### src/rtl/fir_mac_sched_pkg.sv
// Shared types and widths for the time-shared FIR MAC block.
// Also holds the helper that normalises the accumulator by the divisor.
package fir_mac_sched_pkg;

   localparam int SAMPLE_W = 4;
   localparam int PROD_W   = 8;
   localparam int ACC_W    = 11;
   localparam int ADDR_W   = 3;

   typedef logic signed [SAMPLE_W-1:0] sample_t;
   typedef logic signed [PROD_W-1:0]   prod_t;
   typedef logic signed [ACC_W-1:0]    acc_t;

   typedef enum logic [1:0] {
      IDLE = 2'd0,
      MAC  = 2'd1,
      OUT  = 2'd2
   } state_e;

   // Signed division truncates toward zero; only the low sample bits are kept.
   function automatic sample_t norm_trunc(input acc_t acc, input int div);
      norm_trunc = SAMPLE_W'(int'(acc) / div);
   endfunction

endpackage

### src/rtl/fir_mac_sched_if.sv
// Sample, coefficient-write and result handshake bundle for fir_mac_sched.
// The master side is the surrounding system; the filter is the slave.
interface fir_mac_sched_if;
   import fir_mac_sched_pkg::*;

   logic              in_valid;
   logic              in_ready;
   sample_t           in_data;
   logic              coef_we;
   logic [ADDR_W-1:0] coef_addr;
   sample_t           coef_data;
   logic              out_valid;
   logic              out_ready;
   sample_t           out_data;
   logic              busy;

   modport master (
      output in_valid, in_data, coef_we, coef_addr, coef_data, out_ready,
      input  in_ready, out_valid, out_data, busy
   );

   modport slave (
      input  in_valid, in_data, coef_we, coef_addr, coef_data, out_ready,
      output in_ready, out_valid, out_data, busy
   );

endinterface

### src/rtl/booth_new.sv
// Combinational radix-2 Booth multiplier, 4x4 signed operands to 8-bit signed product.
module booth_new
   import fir_mac_sched_pkg::*;
(
   input  sample_t A,
   input  sample_t B,
   output prod_t   Z
);

   prod_t               a_ext;
   prod_t               sum;
   logic [SAMPLE_W:0]   b_ext;

   assign a_ext = PROD_W'(A);
   assign b_ext = {B, 1'b0};

   // Each adjacent bit pair {B[i], B[i-1]} selects +A, -A or nothing at weight 2^i.
   always_comb begin
      sum = '0;
      for (int i = 0; i < SAMPLE_W; i++) begin
         case (b_ext[i +: 2])
            2'b01:   sum = sum + (a_ext <<< i);
            2'b10:   sum = sum - (a_ext <<< i);
            default: ;
         endcase
      end
   end

   assign Z = sum;

endmodule

### src/rtl/fir_mac_sched.sv
// Time-shared FIR filter: one Booth multiplier walks the taps one per cycle,
// then the normalised result is held on a valid/ready output.
module fir_mac_sched
   import fir_mac_sched_pkg::*;
#(
   parameter int      NTAPS    = 5,
   parameter int      DIV      = 20,
   parameter sample_t COEF_RST = 4'sb0100
) (
   input logic            clk,
   input logic            rstn,
   fir_mac_sched_if.slave bus
);

   localparam int IDX_W = (NTAPS > 1) ? $clog2(NTAPS) : 1;

   state_e           state_q, state_d;
   logic [IDX_W-1:0] idx_q, idx_d;
   acc_t             acc_q, acc_d;
   sample_t          f_q    [NTAPS];
   sample_t          f_d    [NTAPS];
   sample_t          coef_q [NTAPS];
   sample_t          coef_d [NTAPS];
   logic             out_valid_q, out_valid_d;
   sample_t          out_data_q, out_data_d;

   prod_t prod;
   logic  accept;
   logic  last_tap;
   logic  coef_wr;

   assign accept   = bus.in_valid && (state_q == IDLE);
   assign last_tap = (idx_q == IDX_W'(NTAPS - 1));
   assign coef_wr  = bus.coef_we && (state_q == IDLE) && (int'(bus.coef_addr) < NTAPS);

   booth_new u_mult (
      .A (f_q[idx_q]),
      .B (coef_q[idx_q]),
      .Z (prod)
   );

   // NOTE: sequential state uses non-blocking assignments so every register
   // samples the pre-edge value of every other register.
   always_ff @(posedge clk or negedge rstn) begin
      if (!rstn) state_q <= IDLE;
      else       state_q <= state_d;
   end

   always_comb begin
      state_d = state_q;
      unique case (state_q)
         IDLE:    if (bus.in_valid) state_d = MAC;
         MAC:     if (last_tap) state_d = OUT;
         OUT:     if (out_valid_q && bus.out_ready) state_d = IDLE;
         default: state_d = IDLE;
      endcase
   end

   always_comb begin
      bus.in_ready = (state_q == IDLE);
      bus.busy     = (state_q != IDLE);
   end

   assign bus.out_valid = out_valid_q;
   assign bus.out_data  = out_data_q;

   // NOTE: every next-state signal starts from its hold value so no path
   // through this block leaves a variable unassigned (no latches).
   always_comb begin
      f_d         = f_q;
      coef_d      = coef_q;
      acc_d       = acc_q;
      idx_d       = idx_q;
      out_valid_d = out_valid_q;
      out_data_d  = out_data_q;

      // The write lands at the same edge as acceptance, so MAC already sees it.
      if (coef_wr) coef_d[bus.coef_addr] = bus.coef_data;

      case (state_q)
         IDLE: begin
            if (accept) begin
               f_d[0] = bus.in_data;
               for (int k = 1; k < NTAPS; k++) f_d[k] = f_q[k-1];
               acc_d = '0;
               idx_d = '0;
            end
         end
         MAC: begin
            acc_d = acc_q + $signed({{(ACC_W-PROD_W){prod[PROD_W-1]}}, prod});
            idx_d = last_tap ? '0 : idx_q + 1'b1;
         end
         OUT: begin
            // The first OUT cycle registers the result; later ones wait for the consumer.
            if (!out_valid_q) begin
               out_valid_d = 1'b1;
               out_data_d  = norm_trunc(acc_q, DIV);
            end else if (bus.out_ready) begin
               out_valid_d = 1'b0;
            end
         end
         default: ;
      endcase
   end

   // NOTE: the delay line and coefficient bank are reset explicitly because an
   // aborted operation must leave a known history and the default coefficients.
   always_ff @(posedge clk or negedge rstn) begin
      if (!rstn) begin
         idx_q       <= '0;
         acc_q       <= '0;
         out_valid_q <= 1'b0;
         out_data_q  <= '0;
         for (int k = 0; k < NTAPS; k++) begin
            f_q[k]    <= '0;
            coef_q[k] <= COEF_RST;
         end
      end else begin
         idx_q       <= idx_d;
         acc_q       <= acc_d;
         out_valid_q <= out_valid_d;
         out_data_q  <= out_data_d;
         f_q         <= f_d;
         coef_q      <= coef_d;
      end
   end

endmodule

### src/flat_wrapper.sv
// flat-port wrapper written by rule: the top's interface ports become plain ports
module fir_mac_sched_flat import fir_mac_sched_pkg::*;
#(
   parameter int      NTAPS    = 5,
   parameter int      DIV      = 20,
   parameter sample_t COEF_RST = 4'sb0100
)
  (clk, rstn, bus_in_valid, bus_in_data, bus_coef_we, bus_coef_addr, bus_coef_data, bus_out_ready, bus_in_ready, bus_out_valid, bus_out_data, bus_busy);
  fir_mac_sched_if bus_i ();
  input logic clk;
  input logic rstn;
  input wire logic [$bits(bus_i.in_valid)-1:0] bus_in_valid;
  input wire logic [$bits(bus_i.in_data)-1:0] bus_in_data;
  input wire logic [$bits(bus_i.coef_we)-1:0] bus_coef_we;
  input wire logic [$bits(bus_i.coef_addr)-1:0] bus_coef_addr;
  input wire logic [$bits(bus_i.coef_data)-1:0] bus_coef_data;
  input wire logic [$bits(bus_i.out_ready)-1:0] bus_out_ready;
  output wire logic [$bits(bus_i.in_ready)-1:0] bus_in_ready;
  output wire logic [$bits(bus_i.out_valid)-1:0] bus_out_valid;
  output wire logic [$bits(bus_i.out_data)-1:0] bus_out_data;
  output wire logic [$bits(bus_i.busy)-1:0] bus_busy;
  assign bus_i.in_valid = bus_in_valid;
  assign bus_i.in_data = bus_in_data;
  assign bus_i.coef_we = bus_coef_we;
  assign bus_i.coef_addr = bus_coef_addr;
  assign bus_i.coef_data = bus_coef_data;
  assign bus_i.out_ready = bus_out_ready;
  assign bus_in_ready = bus_i.in_ready;
  assign bus_out_valid = bus_i.out_valid;
  assign bus_out_data = bus_i.out_data;
  assign bus_busy = bus_i.busy;
  fir_mac_sched #(.NTAPS(NTAPS), .DIV(DIV), .COEF_RST(COEF_RST)) u_core (.clk(clk), .rstn(rstn), .bus(bus_i));
endmodule
### config.mk
export PLATFORM = sky130hd
export DESIGN_NAME = fir_mac_sched_flat
export DESIGN_NICKNAME = d
export VERILOG_FILES = /design/src/rtl/fir_mac_sched_pkg.sv /design/src/rtl/fir_mac_sched_if.sv /design/src/rtl/booth_new.sv /design/src/rtl/fir_mac_sched.sv /design/src/flat_wrapper.sv
export SDC_FILE = /design/constraint.sdc
export NUM_CORES = 1
export LEC_CHECK = 0
export CAP_MARGIN = 5
export CELL_PAD_IN_SITES_DETAIL_PLACEMENT = 0
export CELL_PAD_IN_SITES_GLOBAL_PLACEMENT = 2
export CORE_ASPECT_RATIO = 0.75
export CORE_MARGIN = 2
export CORE_UTILIZATION = 34
export DETAILED_ROUTE_END_ITERATION = 6
export MAX_ROUTING_LAYER = met4
export PLACE_DENSITY_LB_ADDON = 0.12
export SLEW_MARGIN = 20
export SYNTH_ARGS = -nofsm -noshare
export SYNTH_HDL_FRONTEND = slang
export SYNTH_HIERARCHICAL = 1
export SYNTH_SLANG_ARGS = --single-unit
export TNS_END_PERCENT = 50
### constraint.sdc
create_clock -name clk -period 20 [get_ports clk]
set_clock_uncertainty 0.05 [all_clocks]
set_input_delay 4 -clock clk [delete_from_list [all_inputs] [get_ports clk]]
set_output_delay 4 -clock clk [all_outputs]
set_load 0.01 [all_outputs]
==> run metrics, run 1 <==
largest area contributor in the netlist=dfrtp_1; first drt pass iteration count=4; final weighted congestion in routability-driven placement=0.784; type of element capturing the critical path=flip-flop; clock latency on the worst-skew pair=0.33 ns; die area=16200 um2; count of vias placed by the detailed router=4084; kind of cell with the highest combined delay on the critical path=compound AO/OA/AOI/OAI gates; total negative slack=0 ns; final hold violation count=0; CP startpoint kind=flip-flop; post-synthesis sequential element count=61; clock slew seen by the registers of the worst setup and hold paths=0.06 ns; outcome=complete, no violations; fmax=112 MHz; biggest fanout along the worst timing path=10; Synth area leaders=dfrtp_1 27%, mux2_2 9.4%, ha_1 7.2%; # diodes=0; netlist area before placement=5180 um2; wire length of the first global-routing pass=21000 um; final worst path period share=44.6%; post-CTS setup-driven buffer insertion count=0; data required time of the critical path=20.15 ns; share of the yosys chip area belonging to registers=29.6%; number of buffers created by CTS=9; most frequent cells in the layout=56 x dfrtp_1, 50 x nand2_1, 43 x mux2_2; maximum clock insertion buffer count=2; quantity of gates resized following cts=0; I/O pin count=23; pin count of the biggest net entering global routing=62; total of fill cells in the finished design=1518; Post-Syn Nets=609; number of H-tree levels=3; clock tree from TritonCTS=done; most common library cell in the layout ignoring fill and taps=dfrtp_1; Synth-to-Final Area Change=13.6%; main flop type after synthesis=dfrtp_1; library cell used as clock root buffer=clkbuf_16; final setup fails=0; category of the most critical setup path=flip-flop to flip-flop; number of global-route vias before repair=4019; number of hold-repair buffers added at the cts stage=0; die boundary height=111 um; CP max stage delay=0.71 ns; detail-routed net length per standard cell=15.7 um; fin util=39.0%; width of the chip=147 um; actual slew at the worst max-slew pin=0.863 ns; Distinct cells, synth=84; Hold Path Class=flip-flop to flip-flop; total number of yosys warnings=6; number of enable-type register cells in the synthesized netlist=0; nets=621; first-iteration detailed-routing DRC count=221; DRC violation count after routing=0; effective utilization at floorplan=34.3%; worst path arrival time=9.07 ns; detailed placer's ending HPWL=9430 um; total gr overflow=0; proportion of layout cells with a drive suffix above 1=17.9%; number of buffers added on ports=22; worst slew slack as a fraction of its limit=41.8%; setup repair after global routing missed its margin=false; min cycle time layout=8.92 ns; Cells after Synth=559; standard cell core area=15100 um2; slowest cell on the critical path=dfrtp_1; mean instance size in the synthesized netlist=9.26 um2; max-slew violation count=0; post-synth top area share=27.1%; initial antenna violation count=0; TritonCTS Sinks=61; Total GRT Usage=16.3%; Maximum Capacitance Violations=0; vias per inst=5.23; Core Rows=39; total buffers and inverters traversed by the critical path=2; Detailed Route WL=12300 um; count of nets left with antenna violations after detail routing=0; share of flip-flops with an asynchronous set or reset=100%
-- logic make-up (layout without fill, tap and decap cells) --
group           after synthesis  count (layout)  share of synthesized area, %
fa+ha+maj                    35              35                          8.99
compound gates              134             134                          17.5
xor+xnor                     35              35                          6.28
buf+inv                      62              79                          5.07
flops                        61              61                          29.6
simple gates                170             170                          17.6
mux                          62              62                          15.0
-- cell type report --
class	instances	area (um2)	area share, %
multi-input cells	436	3380	57.5
flip-flops and latches	61	1530	26.0
repair buffers	28	260	4.42
well taps	205	256	4.36
clock buffers	10	229	3.89
inverters	35	134	2.28
clock inverters	6	88.8	1.51
-- tightest hold or removal path, stage by stage (launching register included) --
cell and delay, ns:
dfrtp_1 0.34, nand2_1 0.05, o21ai_0 0.06
-- synthesized netlist by cell type (all sizes together), types with 3 or more instances --
| cell type | n |
|---|---|
| dfrtp | 56 |
| nand2 | 50 |
| mux2 | 43 |
| o21ai | 41 |
| inv | 35 |
| nor2 | 33 |
| ha | 30 |
| xnor2 | 28 |
| a21oi | 26 |
| nand3 | 23 |
| clkbuf | 16 |
| nor3 | 13 |
| buf | 11 |
| mux2i | 11 |
| mux4 | 8 |
| a21o | 7 |
| and2 | 7 |
| o31ai | 7 |
| xor2 | 7 |
| o21bai | 6 |
| or3 | 6 |
| dfstp | 5 |
| nand2b | 5 |
| nor2b | 5 |
| a211oi | 4 |
| and3 | 4 |
| fa | 4 |
| nand3b | 4 |
| o211ai | 4 |
| o21a | 4 |
| or2 | 4 |
| or4 | 4 |
| a21boi | 3 |
| a311o | 3 |
| nor4 | 3 |
| o2111ai | 3 |
| o311ai | 3 |
-- per-layer routing --
layer / wire (um) / GRT usage [%] / vias to the layer above
met5: 0 / - / -
met2: 5070 / 22.9 / 68
met1: 6720 / 24.5 / 1950
li1: - / - / 2055
met3: 377 / 2.96 / 11
met4: 88 / 3.62 / 0
-- state kept, by name (all words and copies together) (netlist names) --
name	cells
u_core/acc_q	11
u_core/bus.out_data	4
u_core/bus.out_valid	1
u_core/coef_q	20
u_core/f_q	20
u_core/idx_q	3
u_core/state_q	2
-- metrics by stage --
step	instance area (um2)	worst slack (ns)	hold slack, ns	cells
floorplan	5180	12.15	0.424	559
global placement	5570	11.20	0.413	765
detailed placement	5570	11.12	0.422	765
CTS	5880	11.09	0.436	781
global route	5880	10.29	0.461	781
finish	5880	11.08	0.435	781
-- path summary, 6_finish.rpt --
path / to / cells after the start / slack (ns) / start
setup / recovery: u_core/acc_q[10] / 33 / 11.08 / u_core/idx_q[0]
hold / removal: u_core/bus.out_data[2] / 2 / 0.44 / u_core/bus.out_data[2]
setup reg to reg: u_core/acc_q[10] / 33 / 11.08 / u_core/idx_q[0]
hold reg to reg: u_core/bus.out_data[2] / 2 / 0.44 / u_core/bus.out_data[2]
max in group asynchronous: u_core/acc_q[2] / 2 / 15.60 / rstn
min in group asynchronous: u_core/bus.out_data[0] / 2 / 3.75 / rstn
Power of run 1 is not shown: default switching activity piles up to over one toggle a cycle in this logic, so the estimate is an artifact.
==> inputs of run 2 (changes only) <==
==> constraint.sdc (replaced) <==
create_clock -name clk -period 7.8 [get_ports clk]
set_clock_uncertainty 0.05 [all_clocks]
set_input_delay 1.56 -clock clk [delete_from_list [all_inputs] [get_ports clk]]
set_output_delay 1.56 -clock clk [all_outputs]
set_load 0.01 [all_outputs]
==> run 2 against run 1 <==
  * Die area did not move
  * Utilization up 2.1 points
  * Sequential share of layout area down 1.3 points
==> run metrics, run 2 (same netlist as run 1, synthesis figures left out) <==
initial antenna violation count=0; clock tree from TritonCTS=done; clock slew seen by the registers of the worst setup and hold paths=0.06 ns; CP startpoint kind=flip-flop; detailed placer's ending HPWL=9760 um; die boundary height=111 um; count of vias placed by the detailed router=4212; max-slew violation count=0; first-iteration detailed-routing DRC count=181; number of H-tree levels=3; Detailed Route WL=12700 um; worst slew slack as a fraction of its limit=42.8%; registers with the highest flip-flop counts=u_core/coef_q (20), u_core/f_q (20), u_core/acc_q (11); Total GRT Usage=16.6%; count of nets left with antenna violations after detail routing=0; # diodes=0; met1 layer wirelength in the final routing=6910 um; width of the chip=147 um; actual slew at the worst max-slew pin=0.858 ns; Synth-to-Final Area Change=19.7%; top metal layer carrying routed signals=met4; most frequent cells in the layout=55 x dfrtp_1, 50 x nand2_1, 43 x mux2_2; crit-path most repeated cell=xnor2_1; number of buffers added on ports=22; final weighted congestion in routability-driven placement=0.808; CP max stage delay=0.54 ns; fmax=137 MHz; final hold violation count=0; vias per inst=5.21; Routed met2 length=5360 um; Core Rows=39; number of buffers created by CTS=9; library cell used as clock root buffer=clkbuf_16; die area=16200 um2; clock latency on the worst-skew pair=0.33 ns; type of element capturing the critical path=flip-flop; effective utilization at floorplan=34.3%; total gr overflow=0; Met3 Wirelength=288 um; wire length of the first global-routing pass=21100 um; Hold Path Class=flip-flop to flip-flop; I/O pin count=23; DRC violation count after routing=0; Maximum Capacitance Violations=0; standard cell core area=15100 um2; data required time of the critical path=7.95 ns; cell area after placement=5680 um2; first drt pass iteration count=4; nets=649; Final Instance Area=6200 um2; maximum clock insertion buffer count=2; category of the most critical setup path=flip-flop to flip-flop; outcome=complete, no violations; proportion of layout cells with a drive suffix above 1=25.7%; slowest cell on the critical path=or4_1; most common library cell in the layout ignoring fill and taps=dfrtp_1; final worst path period share=93.8%; biggest fanout along the worst timing path=8; min cycle time layout=7.32 ns; worst path arrival time=7.46 ns; number of global-route vias before repair=4090; TritonCTS Sinks=61; detail-routed net length per standard cell=15.6 um; final setup fails=0; pin count of the biggest net entering global routing=62
==> run 2: changes by cell type in the layout (fill, tap and decap cells not counted), sizes merged <==
cell / before / now
clkbuf: 10 / 9
bufinv: 2 / 1
buf: 7 / 35
clkinvlp: 2 / 4
==> run 2: worst paths after layout <==
path                                   startpoint                      to  slack (ns)  depth (start not counted)
max                               u_core/idx_q[0]        u_core/acc_q[10]        0.48                         35
min                        u_core/bus.out_data[2]  u_core/bus.out_data[2]        0.43                          2
max reg2reg                       u_core/idx_q[0]        u_core/acc_q[10]        0.48                         35
min reg2reg                u_core/bus.out_data[2]  u_core/bus.out_data[2]        0.43                          2
max in group asynchronous                    rstn         u_core/idx_q[0]        5.78                          2
min in group asynchronous                    rstn  u_core/bus.out_data[3]        1.35                          2
==> run 2: repair_timing <==
action / in CTS / in global routing
buffers inserted: 0 / 13
pin swaps: 0 / 9
resized for setup: 1 / 33
hold buffers: 0 / 0
setup endpoints to repair: 1 / 3
==> run 2: worst max-delay path: cells and delay by family, from the launching register on <==
| kind | cells | cell delay, ns |
|---|---|---|
| AO/OA/AOI/OAI | 12 | 1.75 |
| buffers and inverters | 5 | 0.67 |
| XOR/XNOR | 5 | 0.87 |
| multiplexers | 2 | 0.71 |
| adder cells (fa/ha/maj) | 4 | 1.25 |
| AND/OR/NAND/NOR | 7 | 1.39 |
| flip-flops | 1 | 0.47 |
==> run 2: area by class of cell <==
cell class	count	area, um2
clock buffers	9	225
multi-input cells	436	3500
well taps	205	256
inverters	35	138
flip-flops and latches	61	1530
fillers	1481	8880
repair buffers	56	474
clock inverters	7	75.1
==> run 2: per-layer routing <==
metal  up-vias  track usage [%]
met2        38             23.6
met5         -                -
li1       2121                -
met1      2045             24.7
met4         0             3.50
met3         8             2.84
==> run 2: stage by stage <==
step	hold slack, ns	cells	TNS (ns)	utilization, %	setup slack, ns
after CTS	0.436	796	0	39.7	0.0907
after detailed placement	0.423	780	-0.0155	37.7	-0.0155
after floorplan	0.424	559	0	-	0.102
after global placement	0.411	780	0	37.7	0.158
final	0.427	809	0	41.1	0.485
after global routing	0.450	809	-0.0484	41.1	-0.0484
Power of run 2 is left out for the same reason.
